$ cat config.mk
export PLATFORM = sky130hd
export DESIGN_NAME = clbp_trig_arbiter
export DESIGN_NICKNAME = d
export VERILOG_FILES = /design/src/rtl/clbp_trig_arbiter.sv
export SDC_FILE = /design/constraint.sdc
export NUM_CORES = 1
export LEC_CHECK = 0
export BUFFER_PORTS_ARGS = -buffer_cell sky130_fd_sc_hd__clkbuf_2
export CAP_MARGIN = 20
export CORE_UTILIZATION = 50
export DETAILED_ROUTE_END_ITERATION = 8
export PLACE_DENSITY = 0.75
export SLEW_MARGIN = 20
export SYNTH_ARGS = -nofsm -noshare
export SYNTH_HDL_FRONTEND = slang
export SYNTH_SLANG_ARGS = --single-unit
$ cat constraint.sdc
create_clock -name i_clk -period 12.4 [get_ports i_clk]
set_input_delay 1.86 -clock i_clk [delete_from_list [all_inputs] [get_ports i_clk]]
set_output_delay 1.86 -clock i_clk [all_outputs]
set_load 0.05 [all_outputs]
$ cat src/rtl/clbp_trig_arbiter.sv
// clbp_trig_arbiter
//   Shares one sin/cos (CORDIC) unit among NUM_REQ CLBP engines. A round-robin
//   arbiter picks one requester, issues its angle to the trig unit, collects
//   cos and sin in either order, snaps +/-(ONE-1) to +/-ONE and returns the
//   result to the winner. One transaction is in flight at a time. A transaction
//   whose results do not arrive within TIMEOUT wait cycles is aborted with
//   rsp_err set and zero data.
//
// Optional feature: define CLBP_TRIG_CACHE_EN to add a one-entry result cache.
//   A request whose angle matches the last good result is answered directly,
//   without touching the trig unit.
//
// Ports
//   i_clk, i_rst            clock (rising edge), async active-high reset
//   i_req_valid[NUM_REQ]    request level per engine, held until its rsp
//   i_req_theta[NUM_REQ*W]  per-engine angle, slice i = [i*W +: W]
//   o_rsp_valid[NUM_REQ]    one-hot, one-cycle response pulse
//   o_rsp_cos/o_rsp_sin     snapped results, broadcast, qualified by rsp_valid
//   o_rsp_err               timeout flag, qualified by rsp_valid
//   o_theta/o_theta_valid   issue to trig unit (one-cycle strobe)
//   i_cos_data/i_cos_valid  trig cos return
//   i_sin_data/i_sin_valid  trig sin return
//   o_busy                  high whenever not IDLE
module clbp_trig_arbiter #(
  parameter  int NUM_REQ    = 2,
  parameter  int INT_WIDTH  = 9,
  parameter  int FRAC_WIDTH = 16,
  parameter  int TIMEOUT    = 15,
  localparam int W          = INT_WIDTH + FRAC_WIDTH,
  localparam int PW         = $clog2(NUM_REQ)
) (
  input  logic                 i_clk,
  input  logic                 i_rst,
  input  logic [NUM_REQ-1:0]   i_req_valid,
  input  logic [NUM_REQ*W-1:0] i_req_theta,
  output logic [NUM_REQ-1:0]   o_rsp_valid,
  output logic [W-1:0]         o_rsp_cos,
  output logic [W-1:0]         o_rsp_sin,
  output logic                 o_rsp_err,
  output logic [W-1:0]         o_theta,
  output logic                 o_theta_valid,
  input  logic [W-1:0]         i_cos_data,
  input  logic                 i_cos_valid,
  input  logic [W-1:0]         i_sin_data,
  input  logic                 i_sin_valid,
  output logic                 o_busy
);

  localparam logic [W-1:0]  ONE     = {{(W-1){1'b0}}, 1'b1} << FRAC_WIDTH;
  localparam logic [W-1:0]  ONE_M1  = ONE - 1'b1;
  localparam logic [W-1:0]  NEG_ONE = ~ONE + 1'b1;
  localparam logic [W-1:0]  NEG_M1  = ~ONE_M1 + 1'b1;
  localparam logic [PW:0]   NR      = (PW+1)'(NUM_REQ);
  localparam logic [PW-1:0] LAST    = PW'(NUM_REQ - 1);
  localparam logic [7:0]    TO      = 8'(TIMEOUT);

  typedef enum logic [1:0] {S_IDLE, S_WAIT, S_RESP} state_t;

  function automatic logic [W-1:0] snap(input logic [W-1:0] d);
    if (d == ONE_M1)      snap = ONE;
    else if (d == NEG_M1) snap = NEG_ONE;
    else                  snap = d;
  endfunction

  function automatic logic [NUM_REQ-1:0] onehot(input logic [PW-1:0] g);
    onehot    = '0;
    onehot[g] = 1'b1;
  endfunction

  state_t                   r_state;
  logic [PW-1:0]            r_rr_ptr, r_grant;
  logic [W-1:0]             r_theta, r_cos, r_sin, r_rsp_cos, r_rsp_sin;
  logic                     r_theta_valid, r_rsp_err, r_cos_f, r_sin_f;
  logic [NUM_REQ-1:0]       r_rsp_valid;
  logic [7:0]               r_cnt;

  logic [NUM_REQ-1:0][W-1:0] w_theta_arr;
  logic [PW-1:0]             w_grant;
  logic                      w_any, w_hit;
  logic [PW:0]               w_idx;
  logic                      w_cos_got, w_sin_got;
  logic [W-1:0]              w_cos_val, w_sin_val, w_c_cos, w_c_sin;
  logic [7:0]                w_cnt_nxt;

  assign w_theta_arr = i_req_theta;

  // Round-robin: first requester at or after r_rr_ptr, wrapping mod NUM_REQ.
  always_comb begin
    w_grant = '0;
    w_any   = 1'b0;
    w_idx   = '0;
    for (int k = 0; k < NUM_REQ; k++) begin
      w_idx = {1'b0, r_rr_ptr} + (PW+1)'(k);
      if (w_idx >= NR) w_idx = w_idx - NR;
      if (!w_any && i_req_valid[w_idx[PW-1:0]]) begin
        w_any   = 1'b1;
        w_grant = w_idx[PW-1:0];
      end
    end
  end

  // This cycle's strobes count toward completion so a result arriving on the
  // last needed cycle is not delayed by one clock.
  assign w_cos_got = r_cos_f | i_cos_valid;
  assign w_sin_got = r_sin_f | i_sin_valid;
  assign w_cos_val = i_cos_valid ? i_cos_data : r_cos;
  assign w_sin_val = i_sin_valid ? i_sin_data : r_sin;
  assign w_cnt_nxt = r_cnt + 8'd1;

`ifdef CLBP_TRIG_CACHE_EN
  logic         r_c_valid;
  logic [W-1:0] r_c_theta, r_c_cos, r_c_sin;

  assign w_hit   = r_c_valid && (r_c_theta == w_theta_arr[w_grant]);
  assign w_c_cos = r_c_cos;
  assign w_c_sin = r_c_sin;

  // Only good completions are cached; r_theta still holds the issued angle.
  always_ff @(posedge i_clk or posedge i_rst) begin
    if (i_rst) begin
      r_c_valid <= 1'b0;
      r_c_theta <= '0;
      r_c_cos   <= '0;
      r_c_sin   <= '0;
    end else if (r_state == S_WAIT && w_cos_got && w_sin_got) begin
      r_c_valid <= 1'b1;
      r_c_theta <= r_theta;
      r_c_cos   <= snap(w_cos_val);
      r_c_sin   <= snap(w_sin_val);
    end
  end
`else
  assign w_hit   = 1'b0;
  assign w_c_cos = '0;
  assign w_c_sin = '0;
`endif

  always_ff @(posedge i_clk or posedge i_rst) begin
    if (i_rst) begin
      r_state       <= S_IDLE;
      r_rr_ptr      <= '0;
      r_grant       <= '0;
      r_theta       <= '0;
      r_theta_valid <= 1'b0;
      r_rsp_valid   <= '0;
      r_rsp_cos     <= '0;
      r_rsp_sin     <= '0;
      r_rsp_err     <= 1'b0;
      r_cos         <= '0;
      r_sin         <= '0;
      r_cos_f       <= 1'b0;
      r_sin_f       <= 1'b0;
      r_cnt         <= '0;
    end else begin
      case (r_state)
        S_IDLE: begin
          r_rsp_valid   <= '0;
          r_rsp_err     <= 1'b0;
          r_theta_valid <= 1'b0;
          if (w_any) begin
            r_grant <= w_grant;
            if (w_hit) begin
              r_rsp_valid <= onehot(w_grant);
              r_rsp_cos   <= w_c_cos;
              r_rsp_sin   <= w_c_sin;
              r_state     <= S_RESP;
            end else begin
              r_theta       <= w_theta_arr[w_grant];
              r_theta_valid <= 1'b1;
              r_cos_f       <= 1'b0;
              r_sin_f       <= 1'b0;
              r_cnt         <= '0;
              r_state       <= S_WAIT;
            end
          end
        end
        S_WAIT: begin
          r_theta_valid <= 1'b0;
          r_cnt         <= w_cnt_nxt;
          if (i_cos_valid) begin
            r_cos   <= i_cos_data;
            r_cos_f <= 1'b1;
          end
          if (i_sin_valid) begin
            r_sin   <= i_sin_data;
            r_sin_f <= 1'b1;
          end
          if (w_cos_got && w_sin_got) begin
            r_rsp_valid <= onehot(r_grant);
            r_rsp_err   <= 1'b0;
            r_rsp_cos   <= snap(w_cos_val);
            r_rsp_sin   <= snap(w_sin_val);
            r_state     <= S_RESP;
          end else if (w_cnt_nxt == TO) begin
            r_rsp_valid <= onehot(r_grant);
            r_rsp_err   <= 1'b1;
            r_rsp_cos   <= '0;
            r_rsp_sin   <= '0;
            r_state     <= S_RESP;
          end
        end
        S_RESP: begin
          r_rsp_valid <= '0;
          r_rsp_err   <= 1'b0;
          r_rr_ptr    <= (r_grant == LAST) ? '0 : r_grant + 1'b1;
          r_state     <= S_IDLE;
        end
        default: r_state <= S_IDLE;
      endcase
    end
  end

  assign o_rsp_valid   = r_rsp_valid;
  assign o_rsp_cos     = r_rsp_cos;
  assign o_rsp_sin     = r_rsp_sin;
  assign o_rsp_err     = r_rsp_err;
  assign o_theta       = r_theta;
  assign o_theta_valid = r_theta_valid;
  assign o_busy        = (r_state != S_IDLE);

endmodule

After elaboration in Yosys (flattened, before gate mapping)
Cells that the tools add are included.

storage, ports and cells
  bits in registers = 143
  input port bits = 106
  output and inout port bits = 80
  word-level logic and storage cells = 99

cells by class
  $add $sub $neg = 5
  $lt $le $gt $ge = 7
  equality and inequality tests = 11
  mux-type cells = 43
  bitwise logic cells = 2
  reductions and logical operators = 17

operators by type and width
  operator                                                            number
  two-way mux 25 bit                                                  11
  equality test 25 x 16 -> 1 bit (second input constant)              2
  equality test 25 bit (second input constant)                        2
  two-way mux 1 bit                                                   18
  case mux 8 bit (2 select lines)                                     1
  two-way mux 2 bit                                                   5
  AND reduction 2 bit                                                 5
  adder 8 x 1 -> 8 bit (second input constant)                        1
  equality test 8 x 4 -> 1 bit (second input constant)                1
  less-than comparator 1 x 2 -> 1 bit (second input constant)         4
  two-way mux 8 bit                                                   1
  case mux 1 bit (2 select lines)                                     4
  case mux 2 bit (2 select lines)                                     2
  nonzero test 2 bit                                                  4
  inequality test 2 bit (second input constant)                       3
  AND reduction 3 bit                                                 2
  logical AND 1 bit                                                   3
  inequality test 3 bit (second input constant)                       1
  adder 1 x 1 -> 2 bit (second input constant)                        1
  equality test 2 x 1 -> 1 bit (second input constant)                1
  equality test 2 bit (second input constant)                         1
  greater-or-equal comparator 1 x 2 -> 1 bit (second input constant)  1
  greater-or-equal comparator 2 bit (second input constant)           1
  logical NOT 2 bit                                                   1
  7 further kinds                                                     9

Depth between registers and ports, before layout
Gate-level depths: netlist of run 1.

  depth after elaboration = 10
  mapped depth = 9

Least setup slack after synthesis of run 1
Ideal clock, no wire load.

  kind = input-to-reg
  start point = input port i_cos_data[19]
  end point = register r_rsp_cos[1], in the netlist o_rsp_cos[1]
  arrival = 3386 ps
  data required time = 12264 ps
  path slack = 8878 ps
  stages on the path = 7
  cells stage by stage = or4b_1 -> o22a_1 -> nor4_1 -> a32o_1 -> buf_2 -> buf_2 -> o32ai_1

on the way
  word-level cells in the longest chain between the ends = 5
  elaborated cells between the ends (all ways) = 6
  classes of those cells = 2 x eq/ne; 4 x mux

RTL lines
  item                    RTL line  text
  start: declaration      42        input logic [W-1:0] i_cos_data,
  two-way mux 25 bit *    -
  equality test 25 bit    61        else if (d == NEG_M1) snap = NEG_ONE;
  two-way mux 25 bit      61
  two-way mux 25 bit *    60        if (d == ONE_M1) snap = ONE;
  two-way mux 25 bit *    188       if (w_cos_got && w_sin_got) begin
  end signal: assignment  164       r_rsp_cos <= w_c_cos;
  end signal: assignment  191       r_rsp_cos <= snap(w_cos_val);
  end: declaration        72        logic [W-1:0] r_theta, r_cos, r_sin, r_rsp_cos, r_rsp_sin;

Every way passes the cells marked *; elsewhere a longest branch is shown, timed or not.
A chain may end at the register's enable or synchronous reset.

Worst setup path after layout of run 1
  start point = input port i_cos_valid
  end point = register r_rsp_cos[11], in the netlist o_rsp_cos[11]

on the way
  word-level cells in the longest chain between the ends = 5
  elaborated cells between the ends (all ways) = 10
  classes of those cells = 2 x eq/ne; 4 x mux; 1 x bitwise; 3 x reduce/logical

RTL lines
  item                  RTL line  text
  start: declaration    43        input logic i_cos_valid,
  two-way mux 25 bit    -
  equality test 25 bit  61
  two-way mux 25 bit    61
  two-way mux 25 bit    60
  two-way mux 25 bit    188

Several ways; a longest one is shown, not always the timed one.

==> out/results.ini, run 1 <==
[cts]
cts_root_buffer=clkbuf_16
cts_tree=built
insertion_delay_ns=0.42
postCtsSetupRepairBufs=0
cts_hold_buf=0
htreeDepth=4
cts.clk_slew.worst_paths_ns=0.06
cts_resized=0
clock_path_buffers=2
clock-sinks=143
cts_buffers=17

[floorplanning]
initial_utilization=0.5162
die-area_um2=14200
fp-row-count=42
coreArea_um2=13300
die_height_um=119.2
die_x_um=119.2
pin_count=186

[sta]
setup_violations=0
max_slew_margin=0.3121
slew_viol_final=0
tns_ns=0
min_period_ns=4.553
rsz0062_at_grt=no
fmax_ghz=0.2197
final-hold-violation-count=0
worstMarginPinSlew_ns=1.028
post-route-period-util=0.3672
fin_skew_ns=0.007381

[yosys]
synth_cells=612
ys_seq_elements=143
syn_area_um2=6863
synth_warnings=0
synthTopCellsByArea=dfrtp_1 52%, mux2i_1 9.6%, mux2_2 8.2%
synth_top_area_frac=0.5214
synth_nets=720
async_reset_ff_frac=1.000
synth_edf_count=0
synth.most_common_cell=dfrtp_1
avgSynthCellArea_um2=11.21
seq_area_frac_synth=0.5214
yosysTopAreaCell=dfrtp_1
synth_common_cells=143 x dfrtp_1, 68 x nand2_1, 66 x mux2i_1
synth_ff_type=dfrtp_1
synth.distinct_cells=56

[routing]
avgRoutedWirePerCell_um=17.71
routed_wl_um=17120
via_count=5577
drc=0
drtIter0Drc=385
avgViaCountPerCell=5.767
dr.pass1.iters=5
antenna_left=0

[final_layout]
design_area_um2=8399
drive_gt1_frac=0.3489
fin_util=0.6318
area_growth_pct=22.39
diodes=0
stdcell_count=967
fin_nets=891

[worst_setup_path]
critPathArrivalTime_ns=4.86
path_class=in2reg
end_kind=register
rrSetupSlack_ns=9.38
crit_required_ns=12.71
crit_fanout=49
worstSetupStartpointType=primary input

[placed_design]
hpwl_um=12370
place_area_um2=7885
dp_cells=940
io_buffers=185
place.gp.congestion=0.8806

[pwr]
ir_drop_mv=0.1897
p_leak_nw=4.083
power_density_nw_per_um2=290.2
total_power_w=0.002437

[worst_hold_path]
hp-class=reg2reg

[global_routing]
grt_pass1_vias=5498
grt_max_degree=75
overflow=0
grt_pass1_wl_um=28280
antenna_found_initial=0
grt_util_all_layers=0.2538

[status]
status=finished, final reports clean

[job]
cap_violations=0

## registers in the layout (all words and copies together), names as in the netlist
| register | cells |
|---|---|
| r_cos | 25 |
| o_rsp_err | 1 |
| r_state | 2 |
| r_sin | 25 |
| r_sin_f | 1 |
| o_rsp_valid | 2 |
| o_rsp_cos | 25 |
| o_rsp_sin | 25 |
| r_rr_ptr | 1 |
| r_grant | 1 |
| r_cnt | 8 |
| r_cos_f | 1 |
| o_theta | 25 |
| o_theta_valid | 1 |
## layout by cell type (no fill, tap or decap), drive strengths merged, types with 9 or more instances in the layout
cell type and n:
clkbuf 211, dfrtp 143, inv 21, mux2 50, mux2i 66, nand2 68
nand3 15, nand4 10, nor2 12, nor3 13, nor4 9, o21ai 44
o2bb2ai 26, o32ai 14
## power breakdown
group	total [W]	internal, W	switching [W]	leakage [nW]
clock network	0.000452	0.000276	0.000176	0.254
logic	0.00112	0.000338	0.000780	2.07
registers	0.000868	0.000690	0.000178	1.76
total	0.00244	0.00130	0.00113	4.08
## final timing paths
path / from / endpoint / depth (start not counted)
max reg2reg: r_sin_f / o_rsp_cos[11] / 6
min in group asynchronous: i_rst / o_rsp_sin[7] / 2
max: i_cos_valid / o_rsp_cos[11] / 8
max in group asynchronous: i_rst / r_cnt[5] / 3
min reg2reg: o_rsp_cos[21] / o_rsp_cos[21] / 1
min: o_rsp_cos[21] / o_rsp_cos[21] / 1
## through the flow
step / hold slack, ns / setup WS (ns)
floorplan: 0.4418 / 6.702
global placement: 0.4540 / 7.715
detailed placement: 0.4682 / 7.469
CTS: 0.4815 / 7.882
global route: 0.5030 / 7.644
finish: 0.4750 / 7.847
## worst max-delay path, stage by stage
cell and delay (ns):
clkbuf_2 0.08, buf_4 0.30, o22ai_1 0.78, or2_2 0.51, o31a_1 0.49, buf_4 0.41
inv_2 0.22, o32ai_1 0.19
## per-layer routing
layer / vias to the layer above / routed length, µm / track usage
li1: 2588 / - / -
met1: 2752 / 7429 / 0.3346
met2: 222 / 8395 / 0.4146
met3: 15 / 1113 / 0.06082
met4: 0 / 182 / 0.07674
met5: - / 0 / 0
## logic make-up after synthesis
group	Yosys count	share of synthesized area
AOI/OAI and AO/OA	116	0.1198
xor gates and xnor gates	5	0.006381
adders and majority gates	2	0.003646
buffers and inverters	60	0.03847
DFF	143	0.5214
muxes	116	0.1783
and+or+nand+nor	170	0.1320
## cell type report
cell class	count	area (µm²)
clock buffers	26	509.2
clock inverters	1	5.005
fillers	1066	4896
inverters	21	83.83
multi-input cells	409	3032
flip-flops and latches	143	3578
well taps	176	220.2
repair buffers	191	970.9
No activity file was read; power rests on OpenSTA's default activity.
==> run 2, diff against run 1 <==
clock period = 4.6 ns   (was 12.4 ns; I/O delays follow)
==> run 2 against run 1 <==
Compared with the run above:
- highest routed layer unchanged
- sequential power grew to 2.7 times the previous value
- non-clock buffer count is 1 higher
- register-to-register slack worse by 7.6 ns
- sequential share of layout area is 0.42 points lower
- largest cell class unchanged
- clock power grew to 3.1 times the previous value
- total power grew to 2.8 times the previous value
==> out/results.ini, run 2 (synthesized netlist as in run 1, its figures left out) <==
[global_routing]
antenna_found_initial=0  ; unchanged
grt_pass1_vias=5717  ; was 5,498
grt_util_all_layers=0.2615  ; was 0.2538
overflow=0  ; unchanged
grt_max_degree=118  ; was 75
grt_pass1_wl_um=28910  ; was 28,280 µm

[placed_design]
place.gp.congestion=0.8567  ; was 0.8806
post-place-ws_ns=1.144  ; was 7.469 ns
place_area_um2=7893  ; was 7885 µm²
hpwl_um=12570  ; was 12,370 µm
io_buffers=185  ; unchanged

[sta]
final-hold-violation-count=0  ; unchanged
max_slew_margin=0.3022  ; was 0.3121
fin_ws_ns=1.598  ; was 7.847 ns
tns_ns=0  ; unchanged
worstMarginPinSlew_ns=1.044  ; was 1.028 ns
fmax_ghz=0.3331
rsz0062_at_grt=no  ; unchanged
min_period_ns=3.002
post-route-period-util=0.6525
fin_skew_ns=0.005291  ; was 0.007381 ns
slew_viol_final=0  ; unchanged
setup_violations=0  ; unchanged

[final_layout]
multi_input_area_um2=3032  ; unchanged
drive_gt1_frac=0.3535  ; was 0.3489
fin_nets=892  ; was 891
nFillCells=1076  ; was 1,066
diodes=0  ; unchanged
fin_util=0.6381  ; was 0.6318
final_cell_mix=185 x clkbuf_2, 143 x dfrtp_1, 68 x nand2_1, 66 x mux2i_1, 50 x mux2_2  ; unchanged
area_growth_pct=23.61  ; was 22.39%
design_area_um2=8483  ; was 8399 µm²
ff_latch_area_um2=3578  ; unchanged
final_common_cell=clkbuf_2  ; unchanged

[worst_setup_path]
ff2ff_path_depth=5  ; was 6
critPathLaunch=i_sin_valid  ; was i_cos_valid
r2r_start=r_sin_f  ; unchanged
endpoint=o_rsp_valid[0]  ; was o_rsp_cos[11]
worstSetupStartpointType=primary input  ; unchanged
critPathArrivalTime_ns=3.35  ; was 4.86 ns
crit_required_ns=4.95  ; was 12.71 ns
r2r_end=o_rsp_valid[0]  ; was o_rsp_cos[11]
crit_fanout=26  ; was 49
rrSetupSlack_ns=1.81  ; was 9.38 ns
path_class=in2reg  ; unchanged
end_kind=register  ; unchanged

[cts]
htreeDepth=4  ; unchanged
clock-sinks=143  ; unchanged
cts_root_buffer=clkbuf_16  ; unchanged
insertion_delay_ns=0.42  ; about the same
cts_buffers=17  ; unchanged
cts_tree=built  ; unchanged
cts.clk_slew.worst_paths_ns=0.06  ; about the same
cts_hold_buf=0  ; unchanged
clock_path_buffers=2  ; unchanged
cts_resized=0  ; unchanged
postCtsSetupRepairBufs=0  ; unchanged

[routing]
avgRoutedWirePerCell_um=18.10  ; was 17.71 µm
dr.pass1.iters=4  ; was 5
antenna_left=0  ; unchanged
routed_wl_um=17580  ; was 17,120 µm
avgViaCountPerCell=5.778  ; was 5.767
drc=0  ; unchanged
via_count=5610  ; was 5,577
drtIter0Drc=475  ; was 385

[pwr]
ir_drop_mv=0.4347  ; was 0.1897 mV
power_density_nw_per_um2=795.7  ; was 290.2 nW/µm²
p_leak_nw=4.128  ; was 4.083 nW

[floorplanning]
pin_count=186  ; unchanged
die-area_um2=14200  ; unchanged
die_x_um=119.2  ; unchanged
die_height_um=119.2  ; unchanged
initial_utilization=0.5162  ; unchanged
coreArea_um2=13300  ; unchanged
fp-row-count=42  ; unchanged

[worst_hold_path]
hp-class=in2async  ; was reg2reg

[job]
cap_violations=0  ; unchanged

[status]
status=finished, final reports clean  ; unchanged

[run 2: cell count changes in the layout (fill, tap and decap cells not counted), sizes merged]
cell / change
clkbuf: -3
clkinv: +3
buf: +1
bufinv: +3
[run 2: report_power, final]
part           internal (W)  switching [W]  total (W)
Combinational      0.000917        0.00211    0.00303
Sequential          0.00186       0.000476    0.00234
Clock              0.000885       0.000500    0.00139
Total               0.00366        0.00309    0.00675
[run 2: metrics by stage]
step | hold WS [ns] | power [W] | std cells
after global placement | 0.4628 | 0.005266 | 941
after CTS | 0.4796 | 0.006774 | 971
after floorplan | 0.4418 | 0.004575 | 612
final | 0.4311 | 0.006750 | 971
after detailed placement | 0.4685 | 0.005367 | 941
after global routing | 0.4963 | 0.007107 | 971
[run 2: critical path, cell delays in order]
cell,delay [ns]
clkbuf_2,0.26
o22ai_1,0.73
or2_2,0.51
o31a_1,0.51
buf_4,0.40
mux2i_1,0.23
[run 2: area by class of cell]
cell class	count	area share
clock inverter	7	0.01298
multi-input combinational	409	0.3574
clock buffer	23	0.05634
timing repair buffer	192	0.1153
sequential	143	0.4218
tap	176	0.02596
inverter	21	0.01018
[run 2: worst min-delay path by stage]
stage	from	endpoint	slack [ns]	depth (start not counted)
floorplan	r_sin[24]	r_sin[24]	0.44	2
global placement	r_sin[24]	r_sin[24]	0.46	2
detailed placement	r_cos_f	r_cos_f	0.47	2
CTS	o_rsp_cos[19]	o_rsp_cos[19]	0.48	1
global route	o_rsp_cos[19]	o_rsp_cos[19]	0.50	1
finish	i_rst	o_rsp_sin[5]	0.43	2
[run 2: layer usage]
layer  wire [µm]  track usage
met1        7770       0.3493
met2        8427       0.4150
met3        1017      0.05412
met5           0            0
met4         362       0.1084
==> run 3, diff against run 2 <==
CORE_UTILIZATION = 48   (was 50)
clock period = 2.5 ns   (was 4.6 ns; I/O delays follow)
==> run 3 against run 2 <==
Compared with the run above:
- clock power increased by 62%
- critical path type is now reg2reg
- largest power group unchanged
- highest routed layer unchanged
- die area rose by 4.1%
- routed wire length is 0.73% higher
- sequential share of layout area decreased by 0.46 points
- first-iteration DRC count is 18% lower
- register-to-register slack got worse by 1.7 ns
- global-route usage fell by 1.3 points
- core utilization down 2.3 points
==> out/results.ini, run 3 (synthesized netlist as in run 1, its figures left out) <==
[sta]
worstMarginPinSlew_ns=0.6426  ; was 1.044 ns
final-hold-violation-count=0  ; unchanged
min_period_ns=2.354
setup_violations=0  ; unchanged
fin_skew_ns=0.01020  ; was 0.005291 ns
fmax_ghz=0.4248
fin_ws_ns=0.1461  ; was 1.598 ns
post-route-period-util=0.9416
rsz0062_at_grt=no  ; unchanged
max_slew_margin=0.5707  ; was 0.3022
slew_viol_final=0  ; unchanged
tns_ns=0  ; unchanged

[placed_design]
post-place-ws_ns=0.1270  ; was 1.144 ns
io_buffers=185  ; unchanged
hpwl_um=13110  ; was 12,570 µm
place.gp.congestion=0.9627  ; was 0.8567

[final_layout]
final_cell_mix=185 x clkbuf_2, 143 x dfrtp_1, 68 x nand2_1, 66 x mux2i_1, 50 x mux2_2  ; unchanged
nFillCells=1140  ; was 1,076
fin_nets=909  ; was 892
diodes=0  ; unchanged
final_common_cell=clkbuf_2  ; unchanged
drive_gt1_frac=0.3682  ; was 0.3535
area_growth_pct=24.96  ; was 23.61%

[worst_setup_path]
crit_fanout=24  ; was 26
critical-path-top-delay-family=compound AO/OA/AOI/OAI gates  ; unchanged
critPathArrivalTime_ns=2.66  ; was 3.35 ns
cp_slowest_cell=or4_4  ; was o22ai_1
max_stage_delay_ns=0.44  ; was 0.73 ns
path_class=reg2reg  ; was in2reg
critPathBufInv=1  ; was 2
end_kind=register  ; unchanged
worstSetupStartpointType=register  ; was primary input
crit_required_ns=2.80  ; was 4.95 ns
path_cells=ha_1, xor2_1, nand3b_1, or4_4, o31a_1, buf_4, a22o_1  ; was clkbuf_2, o22ai_1, or2_2, o31a_1, buf_4, mux2i_1

[routing]
drc=0  ; unchanged
antenna_left=0  ; unchanged
avgRoutedWirePerCell_um=17.85  ; was 18.10 µm
avgViaCountPerCell=5.759  ; was 5.778
drtIter0Drc=389  ; was 475
via_count=5713  ; was 5,610
dr.pass1.iters=5  ; was 4
routed_wl_um=17710  ; was 17,580 µm

[pwr]
power_density_nw_per_um2=1423  ; was 795.7 nW/µm²
p_leak_nw=4.168  ; was 4.128 nW
ir_drop_mv=0.6732  ; was 0.4347 mV
internal-power_w=0.006451  ; was 0.003662 W
p_sw_w=0.005752  ; was 0.003088 W
clkPwrFrac=0.184  ; was 0.205
comb_power_share=0.462  ; was 0.449
power_frac_seq=0.354  ; was 0.346
switching_share=0.4714  ; was 0.4575

[cts]
insertion_delay_ns=0.42  ; about the same
cts_buffers=17  ; unchanged
clock_path_buffers=2  ; unchanged
cts_tree=built  ; unchanged
cts_resized=0  ; unchanged
clock-sinks=143  ; unchanged
cts_root_buffer=clkbuf_16  ; unchanged
postCtsSetupRepairBufs=0  ; unchanged
cts_hold_buf=0  ; unchanged
cts.clk_slew.worst_paths_ns=0.06  ; about the same
htreeDepth=4  ; unchanged

[global_routing]
grt_pass1_vias=5685  ; was 5,717
grt_max_degree=58  ; was 118
grt_pass1_wl_um=28320  ; was 28,910 µm
overflow=0  ; unchanged
grt_util_all_layers=0.2489  ; was 0.2615
antenna_found_initial=0  ; unchanged

[floorplanning]
pin_count=186  ; unchanged
fp-row-count=43  ; was 42
die_x_um=121.6  ; was 119.2 µm
die-area_um2=14780  ; was 14,200 µm²
initial_utilization=0.4925  ; was 0.5162
die_height_um=121.6  ; was 119.2 µm
coreArea_um2=13930  ; was 13,300 µm²

[job]
cap_violations=0  ; unchanged

[status]
status=finished, final reports clean  ; unchanged

[worst_hold_path]
hp-class=in2async  ; unchanged

## run 3: path summary, 6_finish.rpt
| kind | start | endpoint | slack, ns | depth (start not counted) |
|---|---|---|---|---|
| max reg2reg | r_cnt[0] | o_rsp_sin[24] | 0.15 | 7 |
| max in group asynchronous | i_rst | o_theta_valid | 1.67 | 3 |
| max | r_cnt[0] | o_rsp_sin[24] | 0.15 | 7 |
| min | i_rst | o_rsp_sin[4] | 0.03 | 2 |
| min in group i_clk | i_cos_data[18] | r_cos[18] | 0.23 | 2 |
| min reg2reg | r_sin[24] | r_sin[24] | 0.48 | 2 |
## run 3: per-stage QoR
step | instance area [µm²] | hold slack, ns | utilization | total power [W] | std cells
global placement | 8061 | 0.4606 | 0.5785 | 0.009792 | 962
floorplan | 6867 | 0.4418 | - | 0.008418 | 612
finish | 8576 | 0.02745 | 0.6154 | 0.01220 | 992
CTS | 8576 | 0.02987 | 0.6154 | 0.01226 | 992
detailed placement | 8061 | 0.4627 | 0.5785 | 0.009985 | 962
global route | 8576 | 0.06865 | 0.6154 | 0.01284 | 992
## run 3: per-layer routing
metal / global-route usage / vias to the layer above / part of all wire / wire, µm
met2: 0.3938 / 251 / 0.49 / 8613
met3: 0.05712 / 35 / 0.065 / 1157
met5: 0 / - / 0 / 0
met1: 0.3241 / 2796 / 0.42 / 7515
li1: - / 2631 / - / -
met4: 0.1173 / 0 / 0.024 / 420
## run 3: final cells by class
class	count	area, µm²	share of cell area
multi-input cells	409	3032	0.3535
inverters	21	82.58	0.009629
repair buffers	209	1144	0.1334
well taps	180	225.2	0.02626
flip-flops and latches	143	3578	0.4173
clock buffers	20	446.7	0.05209
clock inverters	10	67.56	0.007879
## run 3: power by group through the flow
stage / Clock [W] / Sequential [W] / Combinational, W
floorplan: 0 / 0.00611 / 0.00231
global placement: 0 / 0.00427 / 0.00552
detailed placement: 0 / 0.00432 / 0.00567
CTS: 0.00228 / 0.00430 / 0.00567
global route: 0.00237 / 0.00443 / 0.00603
finish: 0.00225 / 0.00431 / 0.00564
